$ cat src/rtl/hazard_ctrl.sv
`default_nettype none
// ============================================================================
//  Module   : hazard_ctrl
//  Purpose  : Pipeline hazard and stall controller for the five-stage CPU.
//             Detects ID/EX load-use hazards, applies branch/jump flushes and
//             freezes the whole pipeline while a multi-cycle data-memory
//             access occupies MEM (IDLE / RUN / MEM_WAIT FSM + down-counter).
//  Ports    : clk_i, rst_i (async, active-low), start_i       - control
//             IDEX_MemRead_i, IDEX_Rt_i, IFID_Rs_i, IFID_Rt_i,
//             IFID_UsesRt_i                                   - load-use
//             EXMEM_MemAccess_i                               - memory freeze
//             Branch_i, Jump_i                                - control flush
//             PCWrite_o, IFIDWrite_o, IFIDFlush_o,
//             IDEXBubble_o, PipeStall_o                       - pipeline ctrl
//             stall_cycles_o (only with HAZ_PERF_CNT_EN)      - perf counter
//  Options  : HAZ_PERF_CNT_EN - adds a saturating 32-bit stall-cycle counter.
//  Params   : MEM_LAT (1..15) cycles in MEM, CNT_W with 2**CNT_W > MEM_LAT.
//  Revision : 1.0 - initial release
// ============================================================================
module hazard_ctrl #(
    parameter int MEM_LAT = 3,
    parameter int CNT_W   = 4
) (
    input  logic       clk_i,
    input  logic       rst_i,
    input  logic       start_i,
    input  logic       IDEX_MemRead_i,
    input  logic [4:0] IDEX_Rt_i,
    input  logic [4:0] IFID_Rs_i,
    input  logic [4:0] IFID_Rt_i,
    input  logic       IFID_UsesRt_i,
    input  logic       EXMEM_MemAccess_i,
    input  logic       Branch_i,
    input  logic       Jump_i,
    output logic       PCWrite_o,
    output logic       IFIDWrite_o,
    output logic       IFIDFlush_o,
    output logic       IDEXBubble_o,
    output logic       PipeStall_o
`ifdef HAZ_PERF_CNT_EN
   ,output logic [31:0] stall_cycles_o
`endif
);

    localparam logic [1:0] c_ST_IDLE     = 2'd0;
    localparam logic [1:0] c_ST_RUN      = 2'd1;
    localparam logic [1:0] c_ST_MEM_WAIT = 2'd2;

    // A single-cycle access never needs the wait state.
    localparam bit         c_MULTI_CYCLE = (MEM_LAT > 1);
    // The RUN cycle that first sees the access is itself a freeze cycle, so
    // the counter covers the remaining MEM_LAT-2 frozen cycles.
    localparam int         c_LOAD_INT    = (MEM_LAT > 1) ? (MEM_LAT - 2) : 0;
    localparam logic [CNT_W-1:0] c_CNT_LOAD = CNT_W'(c_LOAD_INT);

    logic [1:0]       r_state;
    logic [CNT_W-1:0] r_cnt;

    logic w_freeze;
    logic w_eval;
    logic w_load_use;
    logic w_ctrl_flush;
    logic w_pc_write;
    logic w_ifid_write;
    logic w_ifid_flush;
    logic w_idex_bubble;
    logic w_pipe_stall;

    // Freeze: new access seen in RUN, or wait still counting down.
    assign w_freeze = ((r_state == c_ST_RUN) && EXMEM_MemAccess_i && c_MULTI_CYCLE) ||
                      ((r_state == c_ST_MEM_WAIT) && (r_cnt != '0));

    // Hazard/flush logic is live in RUN and in the MEM_WAIT release cycle.
    assign w_eval = (r_state == c_ST_RUN) ||
                    ((r_state == c_ST_MEM_WAIT) && (r_cnt == '0));

    assign w_load_use = w_eval && IDEX_MemRead_i && (IDEX_Rt_i != 5'd0) &&
                        ((IDEX_Rt_i == IFID_Rs_i) ||
                         (IFID_UsesRt_i && (IDEX_Rt_i == IFID_Rt_i)));

    assign w_ctrl_flush = w_eval && (Branch_i || Jump_i);

    always_comb begin
        w_pc_write    = 1'b1;
        w_ifid_write  = 1'b1;
        w_ifid_flush  = 1'b0;
        w_idex_bubble = 1'b0;
        w_pipe_stall  = 1'b0;
        if (r_state == c_ST_IDLE) begin
            w_pc_write    = 1'b0;
            w_ifid_write  = 1'b0;
            w_idex_bubble = 1'b1;
            w_pipe_stall  = 1'b1;
        end else if (w_freeze) begin
            w_pc_write    = 1'b0;
            w_ifid_write  = 1'b0;
            w_pipe_stall  = 1'b1;
        end else if (w_load_use) begin
            // Branch in the same cycle is dropped here; it re-evaluates
            // once the load has left EX.
            w_pc_write    = 1'b0;
            w_ifid_write  = 1'b0;
            w_idex_bubble = 1'b1;
        end else if (w_ctrl_flush) begin
            w_ifid_flush  = 1'b1;
        end
    end

    assign PCWrite_o    = w_pc_write;
    assign IFIDWrite_o  = w_ifid_write;
    assign IFIDFlush_o  = w_ifid_flush;
    assign IDEXBubble_o = w_idex_bubble;
    assign PipeStall_o  = w_pipe_stall;

    always_ff @(posedge clk_i or negedge rst_i) begin
        if (!rst_i) begin
            r_state <= c_ST_IDLE;
            r_cnt   <= '0;
        end else begin
            case (r_state)
                c_ST_IDLE: begin
                    r_cnt <= '0;
                    if (start_i) begin
                        r_state <= c_ST_RUN;
                    end
                end
                c_ST_RUN: begin
                    if (!start_i) begin
                        r_state <= c_ST_IDLE;
                        r_cnt   <= '0;
                    end else if (EXMEM_MemAccess_i && c_MULTI_CYCLE) begin
                        r_state <= c_ST_MEM_WAIT;
                        r_cnt   <= c_CNT_LOAD;
                    end
                end
                c_ST_MEM_WAIT: begin
                    if (!start_i) begin
                        r_state <= c_ST_IDLE;
                        r_cnt   <= '0;
                    end else if (r_cnt != '0) begin
                        r_cnt   <= r_cnt - CNT_W'(1);
                    end else begin
                        // Release cycle: access in MEM is ignored.
                        r_state <= c_ST_RUN;
                    end
                end
                default: begin
                    r_state <= c_ST_IDLE;
                    r_cnt   <= '0;
                end
            endcase
        end
    end

`ifdef HAZ_PERF_CNT_EN
    logic [31:0] r_stall_cycles;

    always_ff @(posedge clk_i or negedge rst_i) begin
        if (!rst_i) begin
            r_stall_cycles <= 32'd0;
        end else if (((r_state == c_ST_RUN) || (r_state == c_ST_MEM_WAIT)) &&
                     !w_pc_write && (r_stall_cycles != 32'hFFFF_FFFF)) begin
            r_stall_cycles <= r_stall_cycles + 32'd1;
        end
    end

    assign stall_cycles_o = r_stall_cycles;
`endif

endmodule
`default_nettype wire

$ cat config.mk
export PLATFORM = sky130hd
export DESIGN_NAME = hazard_ctrl
export DESIGN_NICKNAME = d
export VERILOG_FILES = /design/src/rtl/hazard_ctrl.sv
export SDC_FILE = /design/constraint.sdc
export NUM_CORES = 1
export LEC_CHECK = 0
export ABC_CLOCK_PERIOD_IN_PS = 2200
export BUFFER_PORTS_ARGS = -buffer_cell sky130_fd_sc_hd__buf_4
export CAP_MARGIN = 20
export CORE_ASPECT_RATIO = 0.7
export CORE_MARGIN = 2
export CORE_UTILIZATION = 29
export CTS_CLUSTER_SIZE = 8
export DETAILED_ROUTE_END_ITERATION = 6
export PLACE_DENSITY = 0.64
export RECOVER_POWER = 50
export SETUP_SLACK_MARGIN = 0.02
export SYNTH_ARGS = -nofsm -noshare
export SYNTH_HDL_FRONTEND = slang
export SYNTH_SLANG_ARGS = --single-unit
$ cat constraint.sdc
create_clock -name clk_i -period 2.2 [get_ports clk_i]
set_input_delay 0.22 -clock clk_i [delete_from_list [all_inputs] [get_ports clk_i]]
set_output_delay 0.22 -clock clk_i [all_outputs]
set_load 0.005 [all_outputs]
==> metrics.txt, run 1 <==
Seq/Total Area, Yosys=23.08%; initial core utilization=a little under a third; total number of vias=661; DRC=0; Worst R2R Path Depth=7; Setup TNS=0 ns; slew margin rel.=between 70% and 80%; maxcap violations=0; CP Launch Type=register; Avg WL per Cell=11.18 um; Rows=14; Skew-Pair Late Insertion Delay=0.24 ns; first-pass GRT wire length=2228 um; Sequential Area=150.1 um2; Synth cell types=32; largest net degree at the start of global routing=11; 1st-pass router iterations=4; synth-to-layout area growth=49.62%; share of cells above drive strength 1=between 40% and 50%; ys async rst share=100.0%; power density cells=~850 nW/um2; area of the multi-input gates=480.5 um2; cell count after synthesis=75; Leak Pwr=0.0004300 uW; RSZ-0062 raised after global routing=no; Worst Tran Pin Value=between 0.3 and 0.4 ns; Starting DRT DRC Count=9; H-tree depth=1; initial antenna violation count=0; TritonCTS Buffers=3; die width=~61 um; post-route minimum period=~2.1 ns; Arr. time, crit path=1.88 ns; die area=2645 um2; CORE AREA=about 2100 um2; PortBufs=27; fmax=approximately 480 MHz; hold path cells=2; final hold vios=0; post-synthesis register bit count=6; Total GRT Usage=~11%; DRT Wirelength=1587 um; Via density=between 4 and 5; Final #Nets=141; grt total ovfl=0; Synthesis Warnings=0; Diodes inserted=0; Worst R2R Start=r_cnt[0]; Min-Delay Endpoint=r_state[0]; Post-Syn Area per Cell=8.675 um2; Reg2Reg Setup Slack=0.39 ns; Sink Count=6; clock slew at reported path FFs=around 0.040 ns; reg-to-reg endpoint=r_state[0]; worst vdd ir=~0.44 mV; Hold Slack=0.2863 ns; Clock Skews=0.001794 ns; vias in the first global route=~600; Mapped Area=around 650 um2; CTS tree=built; Die H=approximately 44 um; Worst setup EP type=output pin; CP Class=reg -> out; Clk Tree Root Cell=clkbuf_4; Worst Hold Class=in -> reg; gp weighted congestion=a little over 0.8; Final ANT Viol Nets=0; fill cell count=roughly 210; final period utilization=95.43%; worst endpoint required time=1.98 ns; fin. max-slew vios=0; Bufs on Longest Clock Path=2; EDFF count, synth=0; Crit. Startpoint=r_cnt[0]; status=complete, no violations; I/O pin total=28; syn nets=approximately 100; Synth Flop Type=dfrtp_1; crit-path max FO=3; hold path start=start_i; Final Setup Violations=0
## critical path: stages (launching register included)
cell,delay [ns]
dfrtp_1,0.38
inv_2,0.09
ha_4,0.13
or3b_4,0.37
a221o_1,0.36
a31oi_2,0.18
buf_4,0.14
## routing by layer
metal / up-vias / global-route usage, % / part of all wire, %
met5: - / 0 / 0
met2: 26 / 18.92 / 43
met4: 0 / 5.217 / 1.1
met3: 2 / 2.687 / 8.9
met1: 289 / 12.82 / 47
li1: 344 / - / -
## synth_stat cells (2+ instances only)
master    number  area share [%]
ha_1           6              12
xnor2_1       10              13
inv_1          5             2.9
nand2_1        6             3.5
nand3_1        3             2.3
and4bb_2       2             3.8
dfrtp_1        6              23
buf_4          2             2.3
nor2_1         2             1.2
o21a_1         2             2.3
o21ai_0        6             4.6
a21oi_1        5             3.8
## where the power goes
part	switching (uW)	leakage [uW]	total [uW]	internal [uW]
logic	256	0.000335	566	311
clock network	34.9	0.0000138	96.3	61.4
registers	27.4	0.0000812	164	137
total	318	0.000430	827	509
## flip-flops by register name, indices dropped and copies added (netlist names)
signal and count:
r_state 2, r_cnt 4
## cell type report
| cell class | instances | share of cell area (%) |
|---|---|---|
| flip-flops and latches | 6 | 15.42 |
| well taps | 32 | 4.113 |
| repair buffers | 35 | 26.86 |
| multi-input cells | 61 | 49.36 |
| clock buffers | 3 | 2.314 |
| inverters | 5 | 1.928 |
## per-stage QoR
step	instances	utilization (%)	power (uW)	cell area (um2)	setup WS [ns]
finish	142	45.55	826.8	973.4	0.1006
global route	142	45.55	906.2	973.4	0.01902
CTS	140	44.15	798.8	943.4	0.02756
detailed placement	132	41.22	653.5	880.8	0.2245
global placement	132	41.22	650.7	880.8	0.2573
floorplan	75	-	485.9	650.6	0.2587
## placed cells by master, fill, tap and decap left out
| cell | instances |
|---|---|
| buf_4 | 33 |
| xnor2_1 | 10 |
| nand2_1 | 6 |
| o21ai_0 | 6 |
| dfrtp_1 | 6 |
| a21oi_1 | 5 |
| ha_1 | 5 |
| inv_1 | 3 |
| nand3_1 | 3 |
| clkbuf_4 | 3 |
| inv_2 | 2 |
| o21a_1 | 2 |
| and4bb_2 | 2 |
| nor2_1 | 2 |
| or3b_4 | 1 |
| a221o_1 | 1 |
| nand4_1 | 1 |
| o22ai_1 | 1 |
| and2b_1 | 1 |
| or4_1 | 1 |
| a31o_1 | 1 |
| or2_2 | 1 |
| a31oi_2 | 1 |
| a211oi_2 | 1 |
| o21ai_2 | 1 |
| nand4b_1 | 1 |
| a21oi_2 | 1 |
| a311oi_1 | 1 |
| a211oi_1 | 1 |
| a2bb2oi_1 | 1 |
| nor4_1 | 1 |
| o31a_2 | 1 |
| a21o_2 | 1 |
| ha_4 | 1 |
| dlygate4sd3_1 | 1 |
| clkbuf_1 | 1 |
## worst max-delay path by stage
stage / cells after the start / end / slack [ns]
final: 6 / IFIDWrite_o / 0.10
after floorplan: 6 / PCWrite_o / 0.26
after detailed placement: 6 / IFIDWrite_o / 0.22
after global placement: 6 / PCWrite_o / 0.26
after global routing: 6 / PCWrite_o / 0.02
after CTS: 6 / IFIDWrite_o / 0.03
## cell families after synthesis
family / count (synthesis) / share of synthesized area, %
AO/OA/AOI/OAI: 25 / 26.92
XOR/XNOR: 10 / 13.46
adder cells (fa/ha/maj): 6 / 11.54
buffers and inverters: 8 / 5.960
flip-flops: 6 / 23.08
AND/OR/NAND/NOR: 20 / 19.04
## timing repair
item | CTS | global route
endpoints found under the hold margin | 6 | 0
resized for setup | 2 | 3
setup buffers | 4 | 2
pin swaps | 1 | 1
hold buffers | 1 | 0
endpoints found under the setup margin | 2 | 3
No activity file was read; power rests on OpenSTA's default activity.
==> inputs of run 2 (changes only) <==
--- a/config.mk
+++ b/config.mk
@@ -14,7 +14,6 @@
 export CTS_CLUSTER_SIZE = 8
 export DETAILED_ROUTE_END_ITERATION = 6
 export PLACE_DENSITY = 0.64
-export RECOVER_POWER = 50
 export SETUP_SLACK_MARGIN = 0.02
 export SYNTH_ARGS = -nofsm -noshare
 export SYNTH_HDL_FRONTEND = slang
==> metrics.txt, run 2 (synthesis results as in run 1) <==
RSZ-0062 raised after global routing=no; largest stage delay on the critical path=0.38 ns (about the same); Final ANT Viol Nets=0 (unchanged); status=complete, no violations; Tot Pwr=827.6 uW (about the same); Metal-1 WL=751 um (-0.27%); PortBufs=27 (unchanged); maxcap violations=0 (unchanged); 1st-pass router iterations=4 (unchanged); TritonCTS Buffers=3 (unchanged); largest net degree at the start of global routing=11 (unchanged); Reg2Reg Setup Slack=0.39 ns (about the same); Rows=14 (unchanged); fmax=476.3 MHz (unchanged); commonest non-fill, non-tap cell in the layout=buf_4; Die H=43.63 um (unchanged); crit-path max FO=3 (unchanged); Worst Tran Pin Value=0.3456 ns (unchanged); DRT Wirelength=1585 um (-0.13%); Bufs on Longest Clock Path=2 (unchanged); WL met3=141 um (unchanged); Worst R2R Path Depth=7 (unchanged); worst vdd ir=0.4428 mV (about the same); CORE AREA=2137 um2 (unchanged); CP Class=reg -> out; final period utilization=95.43% (unchanged); Top Registers=r_cnt x4, r_state x2; Skew-Pair Late Insertion Delay=0.24 ns (about the same); Min-Delay Endpoint=r_state[0]; H-tree depth=1 (unchanged); gp weighted congestion=0.8122 (unchanged); Starting DRT DRC Count=9 (unchanged); commonest non-fill, non-tap cells in the layout=34 x buf_4, 10 x xnor2_1, 6 x nand2_1, 6 x o21ai_0, 6 x dfrtp_1; share of cells above drive strength 1=45.45% (+0.91 points); critical path's top delay family=compound AO/OA/AOI/OAI gates; max layer used=met4; reg-to-reg endpoint=r_state[0]; hold path start=start_i; CP Launch Type=register; hold path cells=2 (unchanged); first-pass GRT wire length=2228 um (unchanged); grt total ovfl=0 (unchanged); die area=2645 um2 (unchanged); post-route minimum period=2.099 ns (unchanged); synth-to-layout area growth=50.19%; slew margin rel.=76.96% (unchanged); Worst Path Buf+Inv=2 (unchanged); Leak Pwr=0.0004336 uW (+0.84%); Worst Hold Class=in -> reg; fill cell count=210 (+0.48%); Setup TNS=0 ns (unchanged); clock slew at reported path FFs=0.04 ns (about the same); Arr. time, crit path=1.88 ns (about the same); CTS tree=built; crit path max-delay cell type=dfrtp_1; fin. max-slew vios=0 (unchanged); Worst setup EP type=output pin; Hold Slack=0.2863 ns (unchanged); final hold vios=0 (unchanged); Total GRT Usage=11.02% (unchanged); total number of vias=661 (unchanged); worst endpoint required time=1.98 ns (about the same); DRC=0 (unchanged); metal2 WL=675 um (unchanged); Final #Nets=141 (unchanged); vias in the first global route=595 (unchanged); Reg with most FFs=r_cnt; max reg flops=4 (unchanged); Diodes inserted=0 (unchanged); Worst R2R Start=r_cnt[0]; die width=60.62 um (unchanged); Sink Count=6 (unchanged); critical path, cell by cell=inv_2 > ha_4 > or3b_4 > a221o_1 > a31oi_2 > buf_4; Avg WL per Cell=11.16 um (-0.13%); Final Setup Violations=0 (unchanged); CP Depth=6 (unchanged); Clk Tree Root Cell=clkbuf_4; Clock Skews=0.001794 ns (unchanged); non-filler cells, final=142 (unchanged); Via density=4.655 (unchanged); initial core utilization=30.44% (unchanged); power density cells=846.9 nW/um2 (-0.29%); DP Cell Count=132 (unchanged); initial antenna violation count=0 (unchanged); I/O pin total=28 (unchanged)
run 2: cell count changes in the layout (fill, tap and decap cells not counted), sizes merged:
cell	before	now
clkbuf	4	3
buf	33	34
run 2: final cells by class:
cell class	instances	area [um2]	area share (%)
well taps	32	40.04	4.097
repair buffers	35	265.3	27.14
multi-input cells	61	480.5	49.17
inverters	5	18.77	1.921
flip-flops and latches	6	150.1	15.36
clock buffers	3	22.52	2.305
run 2: worst max-delay path by stage:
stage	to	startpoint	slack, ns
CTS	IFIDWrite_o	r_cnt[0]	0.03
global placement	PCWrite_o	r_cnt[0]	0.26
floorplan	PCWrite_o	r_cnt[0]	0.26
finish	IFIDWrite_o	r_cnt[0]	0.10
global route	PCWrite_o	r_cnt[1]	0.02
detailed placement	IFIDWrite_o	r_cnt[0]	0.22
run 2: per-stage QoR:
step                setup WS (ns)  util, %  area [um2]
finish                     0.1006    45.73       977.2
global route              0.01902    45.73       977.2
CTS                       0.02756    44.15       943.4
detailed placement         0.2245    41.22       880.8
global placement           0.2573    41.22       880.8
floorplan                  0.2587        -       650.6
run 2: what timing repair did:
item | in CTS | in global routing
endpoints found under the hold margin | 6 | 0
gates resized for setup | 2 | 3
pin swaps | 1 | 1
hold buffers | 1 | 0
cloned | 0 | 0
endpoints found under the setup margin | 2 | 3
setup buffers | 4 | 2
run 2: layer usage:
layer,GRT usage (%),vias up
met5,0,-
met3,2.687,2
met4,5.217,0
met2,18.92,26
li1,-,344
met1,12.82,289
run 2: where the power goes:
group / switching, uW / internal, uW / total, uW
clock: 34.9 / 61.4 / 96.3
sequential: 27.4 / 137 / 164
combinational: 256 / 311 / 567
total: 318 / 509 / 828
